--- src/rtl/uart_fifo_bridge_pkg.sv ---
// uart_fifo_bridge_pkg: CPU register map, status bits, UART-side map and FSM encoding
package uart_fifo_bridge_pkg;
    localparam logic [1:0] REG_STATUS = 2'd0;
    localparam logic [1:0] REG_DATA   = 2'd1;
    localparam logic [1:0] REG_COUNT  = 2'd2;
    localparam logic [1:0] REG_CTRL   = 2'd3;

    localparam int ST_RX_AVAIL = 0;
    localparam int ST_TX_FULL  = 1;
    localparam int ST_RX_FULL  = 2;
    localparam int ST_TX_IDLE  = 3;
    localparam int ST_TX_DROP  = 4;

    localparam int CTRL_FLUSH_RX = 0;
    localparam int CTRL_FLUSH_TX = 1;
    localparam int CTRL_CLR_DROP = 2;

    localparam logic U_STATUS = 1'b0;
    localparam logic U_DATA   = 1'b1;
    localparam int U_RX_FULL = 0;
    localparam int U_TX_BUSY = 1;

    typedef enum logic [2:0] {POLL, RX_LATCH, RX_ACK, TX_WRITE, TX_GUARD} state_t;

    typedef struct packed {
        logic       cs;
        logic       rnw;
        logic       a0;
        logic [7:0] din;
    } ubus_t;

    localparam ubus_t UBUS_IDLE = '{cs: 1'b0, rnw: 1'b1, a0: 1'b0, din: 8'h00};
endpackage

--- src/rtl/uart_fifo_bridge_sync_fifo.sv ---
// sync_fifo: 8-bit synchronous FIFO; pushes while full and pops while empty are ignored, flush wins
module sync_fifo #(
    parameter int DEPTH_LOG2 = 4
) (
    input  logic                  clk,
    input  logic                  reset,
    input  logic                  push,
    input  logic                  pop,
    input  logic                  flush,
    input  logic [7:0]            wdata,
    output logic [7:0]            rdata,
    output logic                  full,
    output logic                  empty,
    output logic [DEPTH_LOG2:0]   count
);
    localparam int N = 1 << DEPTH_LOG2;
    localparam logic [DEPTH_LOG2:0] FULL_CNT = N[DEPTH_LOG2:0];

    logic [7:0]            mem_q [N];
    logic [DEPTH_LOG2-1:0] wr_q, rd_q;
    logic [DEPTH_LOG2:0]   cnt_q;
    logic                  do_push, do_pop;

    assign full    = cnt_q == FULL_CNT;
    assign empty   = cnt_q == '0;
    assign do_push = push && !full;
    assign do_pop  = pop && !empty;
    assign rdata   = mem_q[rd_q];
    assign count   = cnt_q;

    always_ff @(posedge clk) begin
        if (!reset || flush) begin
            wr_q  <= '0;
            rd_q  <= '0;
            cnt_q <= '0;
        end else begin
            wr_q  <= wr_q + DEPTH_LOG2'(do_push);
            rd_q  <= rd_q + DEPTH_LOG2'(do_pop);
            cnt_q <= cnt_q + (DEPTH_LOG2+1)'(do_push) - (DEPTH_LOG2+1)'(do_pop);
        end
    end

    always_ff @(posedge clk)
        if (do_push) mem_q[wr_q] <= wdata;
endmodule

--- src/rtl/uart_fifo_bridge.sv ---
// uart_fifo_bridge: buffered 4-register CPU port in front of a 2-register byte UART,
// with an FSM that polls the UART, drains RX bytes and feeds TX bytes autonomously.
module uart_fifo_bridge
    import uart_fifo_bridge_pkg::*;
#(
    parameter int DEPTH_LOG2 = 4
) (
    input  logic       clk,
    input  logic       reset,
    input  logic [1:0] a,
    input  logic [7:0] din,
    output logic [7:0] dout,
    input  logic       rnw,
    input  logic       cs,
    output logic       u_a0,
    output logic [7:0] u_din,
    input  logic [7:0] u_dout,
    output logic       u_rnw,
    output logic       u_cs
);
    state_t state_q, state_d;
    ubus_t  ubus_q, ubus_d;
    logic   tx_busy_q, tx_drop_q;
    logic   rx_push, rx_pop, rx_full, rx_empty, tx_push, tx_pop, tx_full, tx_empty;
    logic   flush_rx, flush_tx, clr_drop, tx_idle;
    logic [7:0] rx_head, tx_head, status;
    logic [DEPTH_LOG2:0] rx_count, tx_count;

    assign rx_pop   = cs && rnw && a == REG_DATA;
    assign tx_push  = cs && !rnw && a == REG_DATA;
    assign flush_rx = cs && !rnw && a == REG_CTRL && din[CTRL_FLUSH_RX];
    assign flush_tx = cs && !rnw && a == REG_CTRL && din[CTRL_FLUSH_TX];
    assign clr_drop = cs && !rnw && a == REG_CTRL && din[CTRL_CLR_DROP];
    assign rx_push  = state_q == RX_LATCH;
    assign tx_pop   = state_q == TX_WRITE;
    assign tx_idle  = tx_count == '0 && !tx_busy_q;

    sync_fifo #(.DEPTH_LOG2(DEPTH_LOG2)) u_rx_fifo (
        .clk(clk), .reset(reset), .push(rx_push), .pop(rx_pop), .flush(flush_rx),
        .wdata(u_dout), .rdata(rx_head), .full(rx_full), .empty(rx_empty), .count(rx_count)
    );

    sync_fifo #(.DEPTH_LOG2(DEPTH_LOG2)) u_tx_fifo (
        .clk(clk), .reset(reset), .push(tx_push), .pop(tx_pop), .flush(flush_tx),
        .wdata(din), .rdata(tx_head), .full(tx_full), .empty(tx_empty), .count(tx_count)
    );

    always_comb begin
        status = 8'h00;
        status[ST_RX_AVAIL] = !rx_empty;
        status[ST_TX_FULL]  = tx_full;
        status[ST_RX_FULL]  = rx_full;
        status[ST_TX_IDLE]  = tx_idle;
        status[ST_TX_DROP]  = tx_drop_q;
    end

    assign dout = a == REG_STATUS ? status :
                  a == REG_DATA   ? (rx_empty ? 8'h00 : rx_head) :
                  a == REG_COUNT  ? 8'(rx_count) : 8'h00;

    // RX takes priority; a full RX FIFO leaves the byte waiting inside the UART
    always_comb begin
        state_d = state_q;
        case (state_q)
            POLL:     state_d = (u_dout[U_RX_FULL] && !rx_full) ? RX_LATCH :
                                (!u_dout[U_TX_BUSY] && !tx_empty) ? TX_WRITE : POLL;
            RX_LATCH: state_d = RX_ACK;
            TX_WRITE: state_d = TX_GUARD;
            default:  state_d = POLL;
        endcase
    end

    // UART bus is registered from the next state; RX_LATCH reads data with cs low
    always_comb begin
        ubus_d.cs  = state_d inside {POLL, RX_ACK, TX_WRITE};
        ubus_d.rnw = state_d != TX_WRITE;
        ubus_d.a0  = state_d inside {RX_LATCH, RX_ACK, TX_WRITE} ? U_DATA : U_STATUS;
        ubus_d.din = state_d == TX_WRITE ? tx_head : 8'h00;
    end

    always_ff @(posedge clk) begin
        if (!reset) begin
            state_q   <= POLL;
            ubus_q    <= UBUS_IDLE;
            tx_busy_q <= 1'b0;
            tx_drop_q <= 1'b0;
        end else begin
            state_q   <= state_d;
            ubus_q    <= ubus_d;
            tx_busy_q <= state_q == POLL ? u_dout[U_TX_BUSY] : state_q == TX_WRITE ? 1'b1 : tx_busy_q;
            tx_drop_q <= (tx_drop_q && !clr_drop) || (tx_push && tx_full);
        end
    end

    assign u_cs  = ubus_q.cs;
    assign u_rnw = ubus_q.rnw;
    assign u_a0  = ubus_q.a0;
    assign u_din = ubus_q.din;
endmodule
--- config.mk ---
export PLATFORM = sky130hd
export DESIGN_NAME = uart_fifo_bridge
export DESIGN_NICKNAME = d
export VERILOG_FILES = /design/src/rtl/uart_fifo_bridge_pkg.sv /design/src/rtl/uart_fifo_bridge_sync_fifo.sv /design/src/rtl/uart_fifo_bridge.sv
export SDC_FILE = /design/constraint.sdc
export NUM_CORES = 1
export LEC_CHECK = 0
export ABC_AREA = 0
export CAP_MARGIN = 30
export CORE_UTILIZATION = 50
export DETAILED_ROUTE_END_ITERATION = 10
export PLACE_DENSITY = 0.73
export SYNTH_ARGS = -nofsm -noshare
export SYNTH_HDL_FRONTEND = slang
export SYNTH_SLANG_ARGS = --single-unit
--- constraint.sdc ---
create_clock -name clk -period 3.8 [get_ports clk]
set_input_delay 0.57 -clock clk [delete_from_list [all_inputs] [get_ports clk]]
set_output_delay 0.57 -clock clk [all_outputs]
set_load 0.01 [all_outputs]
==> flow_summary.rst <==
.. list-table::
   :header-rows: 1

   * - Metric
     - Value
   * - Run status
     - completed
   * - Power density over the cells
     - 513 mW/mm²
   * - Net total in the final layout
     - 796
   * - Largest cells by area after synthesis
     - edfxtp_1 64%, mux4_2 9.7%, dfxtp_1 7.0%
   * - Unrepaired setup endpoints after global routing
     - no
   * - Initial cell density of the core
     - 51.1%
   * - Fin. Hold Viols
     - 0
   * - Mapped Area
     - 0.0121 mm²
   * - Number of detailed-routing iterations run before antenna repair
     - 5
   * - Area enclosed by the die boundary
     - 0.0248 mm²
   * - Clock slew at reported path FFs
     - 0.06 ns
   * - Critical Path Start
     - u_rx_fifo.rd_q[2]$_SDFF_PP0_
   * - Ratio of routed vias to standard cells
     - 5.67
   * - Final number of max-transition violations
     - 0
   * - DR iter-0 viols
     - 446
   * - Total I/O pin count
     - 41
   * - Number of warning messages in the yosys log
     - 0
   * - Hpwl dp
     - 15700 µm
   * - Highest routed metal layer
     - met4
   * - Actual slew at the worst max-slew pin
     - 0.925 ns
   * - # hold bufs at CTS
     - 0
   * - Sequential element share of the synthesized area
     - 70.6%
   * - Total met2 wirelength after detailed routing
     - 11900 µm
   * - Worst voltage drop across the vdd grid
     - 0.438 mV
   * - Post-detailed-route wirelength per cell
     - 21.5 µm
   * - Cells after Synth
     - 679
   * - Yosys reg bits
     - 298
   * - Largest net degree at the start of global routing
     - 34
   * - Max_cap viols
     - 0
   * - Final antenna diode count
     - 0
   * - Maximum clock path buffer count
     - 3
   * - Reg-to-Reg End
     - u_rx_fifo.count[4]$_SDFF_PP0_
   * - Number of cells on the worst reg-to-reg path
     - 15
   * - CP Launch Type
     - flip-flop
   * - Antenna violations before repair
     - 0
   * - Final weighted congestion in routability-driven placement
     - 0.818
   * - Core area
     - 0.0236 mm²
   * - Clock skew after layout
     - 0.0163 ns
   * - Final global-route overflow total
     - 0
   * - Fraction of registers with async set or reset after synthesis
     - 0%
   * - Endpoint required time on the critical path
     - 3.23 ns
   * - Total of fill cells in the finished design
     - 1706
   * - DRT met1 WL
     - 9630 µm
   * - Met3 routed WL
     - 1290 µm
   * - TritonCTS buffer count
     - 29
   * - Critical Path End
     - dout[3]
   * - Pre-CTS setup slack
     - 0.496 ns
   * - Hold slack final
     - 0.556 ns
   * - TritonCTS clock tree
     - yes
   * - Number of enable flip-flop cells after synthesis
     - 256
   * - Static Leak
     - 4.44 nW
   * - Most common cell in the synthesized netlist
     - edfxtp_1
   * - Distinct cell type count of the synthesized netlist
     - 57
   * - Avg Inst Size Synth
     - 17.8 µm²
   * - Final TNS setup
     - 0 ns
   * - Share of layout cells above drive strength 1
     - 19.2%
   * - Number of placement rows
     - 56
   * - Via count
     - 6205
   * - # clock sinks
     - 298
   * - Number of buffer cells added on primary ports
     - 40
   * - Resize count post-CTS
     - 0
   * - Post-CTS Setup Repair Bufs
     - 0
   * - Peak Freq
     - 0.272 GHz
   * - Crit Path Category
     - reg2out
   * - CP Capture Type
     - primary output
   * - Smallest setup slack after layout
     - 0.120 ns
   * - Area share of the largest cell type after synthesis
     - 63.7%
   * - Post-detailed-routing wire length
     - 23500 µm
   * - GRT Resource Usage Total
     - 20.1%
   * - Chip width
     - 157 µm
   * - Synth area leader
     - edfxtp_1
   * - Arr. time, crit path
     - 3.11 ns
   * - List of most frequent post-synthesis cells
     - 256 x edfxtp_1, 52 x mux4_2, 48 x nor2_1
   * - Later-pin clock latency in the skew report
     - 0.54 ns
   * - Area growth, synth to finish
     - 14.6%
   * - Critical path peak fanout
     - 12
   * - Final Critical Period
     - 3.68 ns
   * - Most used DFF post-synth
     - edfxtp_1
   * - Synthesized netlist net count
     - 722
   * - Global-route wire length before repair
     - 37000 µm
   * - Vertical die dimension
     - 157 µm
   * - Detailed-route DRC error count
     - 0
   * - Share of the clock period used by the worst path
     - 96.9%
   * - Vias in the first global route
     - 6431
   * - CTS HTree Levels
     - 1
   * - Remaining antenna violation count
     - 0
   * - Root Buffer Master
     - clkbuf_16
   * - RR Startpoint
     - u_rx_fifo.count[3]$_SDFF_PP0_
   * - Worst min path class
     - reg2reg
   * - Finish-stage setup viols
     - 0
   * - Max_slew headroom
     - 38.1%
   * - Reg2reg setup slack
     - 0.75 ns
[area by class of cell]
type                       count  area, µm²  area share, %
clock buffer                  36        772           5.58
tap                          319        399           2.89
multi-input combinational    327       3270           23.6
timing repair buffer          77        698           5.05
inverter                      20       75.1          0.543
clock inverter                17       90.1          0.651
sequential                   298       8530           61.7
[critical path, stage by stage, from the launching register on]
cell and delay, ns:
dfxtp_1 0.77, mux4_1 0.66, mux2_2 0.30, a221oi_2 0.27, a21oi_1 0.09, clkdlybuf4s50_1 0.49
[kinds of logic after synthesis]
kind of cell	after synthesis	synth area share, %
buffers and inverters	54	2.45
adders and majority gates	21	2.30
xor gates and xnor gates	15	1.09
DFF	298	70.6
muxes	88	13.6
AOI/OAI and AO/OA	55	3.28
and+or+nand+nor	148	6.67
[per-stage QoR]
| step | area, µm² | util, % | total power [mW] | std cells |
|---|---|---|---|---|
| after floorplan | 12100 | - | 4.26 | 679 |
| after global placement | 12900 | 54.8 | 4.52 | 1039 |
| after detailed placement | 13000 | 54.9 | 4.57 | 1040 |
| after CTS | 13800 | 58.6 | 7.15 | 1093 |
| after global routing | 13800 | 58.6 | 7.37 | 1094 |
| final | 13800 | 58.6 | 7.09 | 1094 |
[per-layer routing]
metal / up-vias / GRT usage, %
li1: 2828 / -
met5: - / 0
met4: 0 / 6.43
met3: 50 / 3.19
met2: 208 / 34.9
met1: 3119 / 25.8
[state kept, by name (all words and copies together) (netlist names)]
name             cells
state_q              3
tx_busy_q            1
tx_drop_q            1
u_a0                 1
u_cs                 1
u_din                8
u_rnw                1
u_rx_fifo.count      5
u_rx_fifo.mem_q    128
u_rx_fifo.rd_q       4
u_rx_fifo.wr_q       4
u_tx_fifo.count      5
u_tx_fifo.mem_q    128
u_tx_fifo.rd_q       4
u_tx_fifo.wr_q       4
[worst min path at each step]
stage,start,endpoint,depth (start not counted)
2_1_floorplan,tx_busy_q$_SDFFE_PN0P_,tx_busy_q$_SDFFE_PN0P_,1
3_3_place_gp,tx_busy_q$_SDFFE_PN0P_,tx_busy_q$_SDFFE_PN0P_,1
3_5_place_dp,tx_busy_q$_SDFFE_PN0P_,tx_busy_q$_SDFFE_PN0P_,1
4_1_cts,state_q[1]$_SDFF_PN0_,state_q[2]$_SDFF_PN0_,2
5_1_grt,tx_busy_q$_SDFFE_PN0P_,tx_busy_q$_SDFFE_PN0P_,1
6_report,state_q[1]$_SDFF_PN0_,state_q[2]$_SDFF_PN0_,2
[power by group]
group	switching (mW)	internal, mW	leakage (nW)
combinational	0.409	0.362	1.37
sequential	0.0822	3.65	2.64
clock	1.16	1.44	0.427
total	1.65	5.45	4.44
[cells in the final DEF (no fill, tap or decap), drive strengths merged, types with 3 or more instances in the layout]
cell type / instances
nor4b: 4
nor3: 13
xnor2: 10
a21oi: 9
dfxtp: 42
ha: 19
mux4: 58
mux2: 6
inv: 22
nor2: 48
edfxtp: 256
clkdlybuf4s50: 40
mux2i: 24
a21o: 3
buf: 37
nor2b: 18
clkinv: 14
nor4: 3
xor2: 5
nand2: 16
a211oi: 24
nand3: 10
nand3b: 6
nor3b: 4
a31oi: 3
nand2b: 8
clkbuf: 36
and3: 9
o21a: 3
(Power assumes the default switching activity.)
